## src/rtl/ttt_pkg.sv

```systemverilog
// Shared codes and FSM states for the tic-tac-toe grid.
// Imported by the grid top and the win detector.
package ttt_pkg;

  // Cell contents
  localparam logic [1:0] EMPTY = 2'b00;
  localparam logic [1:0] PLYR  = 2'b01;
  localparam logic [1:0] COMP  = 2'b10;

  // Game result
  localparam logic [1:0] RUN   = 2'b00;
  localparam logic [1:0] P_WIN = 2'b01;
  localparam logic [1:0] C_WIN = 2'b10;
  localparam logic [1:0] DRAW  = 2'b11;

  typedef enum logic [1:0] {
    P_TURN,
    C_TURN,
    CHECK,
    OVER
  } state_e;

  // Result code for a winning mark
  function automatic logic [1:0] win_code(
    input logic [1:0] mark
  );
    return (mark == COMP) ? C_WIN : P_WIN;
  endfunction

endpackage

```

## src/rtl/ttt_win_detect.sv

```systemverilog
// Combinational N-in-a-row detector for one mark.
// Ports: i_board (2 bits per cell), i_mark, o_win.
module ttt_win_detect
  import ttt_pkg::*;
#(
  parameter int N = 3
) (
  input  logic [2*N*N-1:0] i_board,
  input  logic [1:0]       i_mark,
  output logic             o_win
);

  logic [N-1:0] w_row;
  logic [N-1:0] w_col;
  logic         w_dia;
  logic         w_anti;

  // Each line starts as a candidate and
  // is knocked out by any mismatching cell.
  always_comb begin
    w_row  = '1;
    w_col  = '1;
    w_dia  = 1'b1;
    w_anti = 1'b1;
    for (int r = 0; r < N; r++) begin
      for (int c = 0; c < N; c++) begin
        if (i_board[2*(r*N+c) +: 2] != i_mark) begin
          w_row[r] = 1'b0;
          w_col[c] = 1'b0;
        end
      end
    end
    for (int i = 0; i < N; i++) begin
      if (i_board[2*(i*N+i) +: 2] != i_mark)
        w_dia = 1'b0;
      if (i_board[2*(i*N+N-1-i) +: 2] != i_mark)
        w_anti = 1'b0;
    end
  end

  // An empty mark never wins.
  assign o_win = (i_mark != EMPTY) &&
                 ((|w_row) || (|w_col) ||
                  w_dia || w_anti);

endmodule

```

## src/rtl/tic_tac_toe_grid.sv

```systemverilog
// Two-party N x N tic-tac-toe referee: board, turn, result.
// Ports: clk, reset(n), new_game, play/pc strobes, positions; board, who, turn, illegal, move_cnt.
module tic_tac_toe_grid
  import ttt_pkg::*;
#(
  parameter  int N     = 3,
  localparam int CELLS = N*N,
  localparam int POS_W = $clog2(CELLS)
) (
  input  logic               clk,
  input  logic               reset,
  input  logic               new_game,
  input  logic               play,
  input  logic               pc,
  input  logic [POS_W-1:0]   plyr_pos,
  input  logic [POS_W-1:0]   comp_pos,
  output logic [2*CELLS-1:0] board,
  output logic [1:0]         who,
  output logic               turn,
  output logic               illegal,
  output logic [POS_W:0]     move_cnt
);

  state_e               r_state;
  state_e               w_state_nxt;
  logic [2*CELLS-1:0]   r_board;
  logic [1:0]           r_who;
  logic                 r_turn;
  logic                 r_illegal;
  logic [POS_W:0]       r_move_cnt;

  logic [POS_W-1:0]     w_pos;
  logic [1:0]           w_cell;
  logic                 w_in_rng;
  logic [1:0]           w_mark;
  logic                 w_stb;
  logic                 w_chk;
  logic                 w_acc;
  logic                 w_rej;
  logic                 w_win;
  logic                 w_full;

  // The mover's mark follows turn; turn only
  // flips after CHECK, so it still names the
  // last mover while CHECK evaluates.
  assign w_mark = r_turn ? COMP : PLYR;
  assign w_full = (r_move_cnt == (POS_W+1)'(CELLS));

  ttt_win_detect #(
    .N (N)
  ) u_win (
    .i_board (r_board),
    .i_mark  (w_mark),
    .o_win   (w_win)
  );

  // Target cell lookup for the on-turn side
  always_comb begin
    w_pos    = (r_state == C_TURN) ?
               comp_pos : plyr_pos;
    w_cell   = EMPTY;
    w_in_rng = (int'(w_pos) < CELLS);
    for (int i = 0; i < CELLS; i++) begin
      if (w_pos == POS_W'(i))
        w_cell = r_board[2*i +: 2];
    end
  end

  // FSM state register
  always_ff @(posedge clk or negedge reset) begin
    if (!reset)
      r_state <= P_TURN;
    else
      r_state <= w_state_nxt;
  end

  // FSM next state
  always_comb begin
    w_state_nxt = r_state;
    unique case (r_state)
      P_TURN,
      C_TURN: begin
        if (w_acc)
          w_state_nxt = CHECK;
      end
      CHECK: begin
        if (w_win || w_full)
          w_state_nxt = OVER;
        else if (r_turn)
          w_state_nxt = P_TURN;
        else
          w_state_nxt = C_TURN;
      end
      OVER: w_state_nxt = OVER;
      default: w_state_nxt = P_TURN;
    endcase
    if (new_game)
      w_state_nxt = P_TURN;
  end

  // FSM outputs: only the on-turn strobe
  // is looked at; CHECK and OVER drop both.
  always_comb begin
    w_stb = 1'b0;
    w_chk = 1'b0;
    unique case (r_state)
      P_TURN:  w_stb = play;
      C_TURN:  w_stb = pc;
      CHECK:   w_chk = 1'b1;
      OVER:    w_stb = 1'b0;
      default: w_stb = 1'b0;
    endcase
    w_acc = w_stb && w_in_rng &&
            (w_cell == EMPTY);
    w_rej = w_stb && !w_acc;
  end

  // Game datapath
  always_ff @(posedge clk or negedge reset) begin
    if (!reset) begin
      r_board    <= '0;
      r_who      <= RUN;
      r_turn     <= 1'b0;
      r_illegal  <= 1'b0;
      r_move_cnt <= '0;
    end else if (new_game) begin
      r_board    <= '0;
      r_who      <= RUN;
      r_turn     <= 1'b0;
      r_illegal  <= 1'b0;
      r_move_cnt <= '0;
    end else begin
      r_illegal <= w_rej;
      if (w_acc) begin
        for (int i = 0; i < CELLS; i++) begin
          if (w_pos == POS_W'(i))
            r_board[2*i +: 2] <= w_mark;
        end
        r_move_cnt <= r_move_cnt + 1'b1;
      end
      if (w_chk) begin
        if (w_win)
          r_who <= win_code(w_mark);
        else if (w_full)
          r_who <= DRAW;
        else
          r_turn <= !r_turn;
      end
    end
  end

  assign board    = r_board;
  assign who      = r_who;
  assign turn     = r_turn;
  assign illegal  = r_illegal;
  assign move_cnt = r_move_cnt;

endmodule

```

## config.mk

```make
export PLATFORM = sky130hd
export DESIGN_NAME = tic_tac_toe_grid
export DESIGN_NICKNAME = d
export VERILOG_FILES = /design/src/rtl/ttt_pkg.sv /design/src/rtl/ttt_win_detect.sv /design/src/rtl/tic_tac_toe_grid.sv
export SDC_FILE = /design/constraint.sdc
export NUM_CORES = 1
export LEC_CHECK = 0
export CORE_UTILIZATION = 45
export CTS_CLUSTER_DIAMETER = 200
export DETAILED_ROUTE_END_ITERATION = 7
export GPL_TIMING_DRIVEN = 1
export HOLD_SLACK_MARGIN = 0.12
export PLACE_DENSITY = 0.77
export SYNTH_ARGS = -nofsm -noshare
export SYNTH_HDL_FRONTEND = slang
export SYNTH_SLANG_ARGS = --single-unit
```

## constraint.sdc

```tcl
create_clock -name clk -period 5.6 [get_ports clk]
set_input_delay 0.84 -clock clk [delete_from_list [all_inputs] [get_ports clk]]
set_output_delay 0.84 -clock clk [all_outputs]
set_load 0.01 [all_outputs]
```

==> reports/qor.csv <==
metric;value;unit
n_fill_cell;395;
worstPathCellList;clkdlybuf4s50_1, nand3b_1, a21boi_2, nor4_1, a41oi_2, a31oi_4, or2_1, o32ai_1;
drive_gt1_share;11.8;%
yosys.cell_types.count;54;
overflow;0;
cp.buffers_inverters;1;
cp.arrival;3.28;ns
cellPowerDensity;202;mW/mm2
ys_seq_area_share;36.2;%
critPathKind;in2reg;
whs;0.571;ns
port_buffers;39;
critPathRequiredTime;5.73;ns
hpwl;3670;um
cts_root_buf;clkbuf_8;
cts-resized-gates;0;
clk_pin_slew_worst_paths;0.06;ns
ios;40;
gp_congestion;0.891;
maxCapViolations;0;
ff2ff_setup_slack;2.62;ns
grt_pass1_wl;8150;um
postRouteAntennaNets;0;
crit_path_max_fanout;14;
setup_viol;0;
drt_wl_total;4980;um
synth_area;0.00201;mm2
grt_max_degree;44;
drt_iter0_drc;80;
crit_path_start_kind;input pin;
end_kind;flip-flop;
clock_skew;0.00216;ns
fin_nets;277;
fmax;0.318;GHz
ys_seq_elements;29;
die_w;68.8;um
tightest_slew;0.663;ns
die_area;0.00473;mm2
synthCells;226;
rsz0062_at_grt;no;
slowest_delay;0.53;ns
clock_sinks;29;
cp_slowest_cell;or2_1;
num_antenna_cells;0;
final_common_cell;clkdlybuf4s50_1;
die_h;68.8;um
holdBufCountCts;0;
vias;1843;
status;finished clean;
fp-row-count;23;
avgSynthCellArea;8.88;um2
finalHoldViolCount;0;
first_global_vias;1683;
ir_drop;0.000175;V
post-cts-setup-buffers;0;
clkLatencyLatePin;0.28;ns
cts_inserted_buffers;5;
hold_class;reg2reg;
cts_buffer_depth;2;
antenna_found_initial;0;
cp_top_family;simple AND/OR/NAND/NOR gates;
synth_fp_nets;241;
final_cell_mix;clkdlybuf4s50_1 (39), dfrtp_1 (29), nor2_1 (27);
vias_per_cell;5.91;
p_leak;0.922;nW
ctsHtreeMaxLevel;2;
area_growth;23.8;%
drc;0;
max_slew_margin;54.6;%
gr-usage-all-layers;23.8;%
wl_per_cell;16.0;um
period_share;56.2;%
cts_tree;built;
setup_tns;0;ns
maxSlewViolCount;0;
drt_pass1_iterations;4;
core_area;0.00414;mm2
period_minus_slack;3.15;ns
initial_core_util;48.4;%
yosysWarnings;0;
==> cells in the mapped netlist (all sizes together) <==
cell,count,area share [%]
a31o,1,0.44
mux2,4,2.4
o21ba,1,0.50
o22ai,14,4.4
buf,6,2.7
o31ai,3,1.4
o32ai,6,3.4
and4bb,1,0.62
a31oi,4,2.0
nor3b,4,1.7
nor2b,6,1.9
nor4,3,0.94
nand3,7,1.7
o211ai,1,0.37
o221ai,1,0.44
nor3,12,3.5
or3,1,0.31
nand2b,15,4.7
dfrtp,29,36
o21ai,3,0.93
clkbuf,6,1.1
nand3b,5,1.9
inv,16,3.0
o2111ai,1,0.44
or2,2,0.62
nand2,13,2.4
a21oi,7,1.7
nor2,27,5.1
a41o,1,0.50
mux2i,4,2.6
or3b,3,1.3
a2111oi,1,0.44
a21boi,1,0.56
or2b,1,0.37
o41ai,4,1.7
and4,1,0.44
a41oi,1,0.81
a211oi,3,1.4
ha,2,1.2
nand4,1,0.31
or4,3,1.1
a21o,1,0.37
==> final cells by class <==
class / count / area (um2) / share of cell area [%]
repair buffers: 41 / 405 / 16.3
clock buffers: 7 / 86.3 / 3.48
inverters: 16 / 60.1 / 2.42
flip-flops and latches: 29 / 726 / 29.2
multi-input cells: 169 / 1140 / 46.0
well taps: 50 / 62.6 / 2.52
==> state kept, by name, summed over array words and instances, names as in the netlist <==
| signal | flops |
|---|---|
| illegal | 1 |
| turn | 1 |
| move_cnt | 5 |
| who | 2 |
| r_state | 2 |
| board | 18 |
==> kinds of logic after synthesis <==
logic type	Yosys count	synth area share (%)
AOI/OAI and AO/OA	54	21.8
DFF	29	36.2
muxes	8	5.05
buffers and inverters	28	6.86
adders and majority gates	2	1.25
and+or+nand+nor	105	28.9
==> power by group <==
part / total (mW) / switching (mW) / leakage (nW) / internal, mW
logic: 0.104 / 0.0598 / 0.476 / 0.0439
registers: 0.228 / 0.0119 / 0.402 / 0.216
clock network: 0.171 / 0.0737 / 0.0443 / 0.0971
==> tightest hold or removal path: stages (launching register included) <==
cell	delay, ns
dfrtp_1	0.41
nand2b_1	0.07
o41ai_1	0.05
==> per-layer routing <==
layer	GRT usage, %	share of wire, %	vias up
met5	0	0	-
met4	8.67	2.2	0
met3	4.77	5.5	11
met2	39.1	48	70
met1	30.9	45	859
li1	-	-	903
==> per-stage QoR <==
stage	area, um2	setup WS [ns]	cells	utilization (%)	power [mW]
after global placement	2400	2.27	305	57.9	0.333
final	2480	2.45	312	59.9	0.502
after CTS	2480	2.45	312	59.9	0.505
after detailed placement	2400	2.16	305	57.9	0.334
after floorplan	2010	3.02	226	-	0.299
after global routing	2480	2.18	312	59.9	0.527
==> path summary, 6_finish.rpt <==
kind | from | endpoint | cells after the start
setup / recovery | comp_pos[0] | board[11] | 8
hold / removal | board[3] | board[3] | 2
min in group asynchronous | reset | who[1] | 2
max in group asynchronous | reset | board[3] | 2
setup reg to reg | r_state[1] | board[10] | 7
hold reg to reg | board[3] | board[3] | 2
No activity file was read; power rests on OpenSTA's default activity.
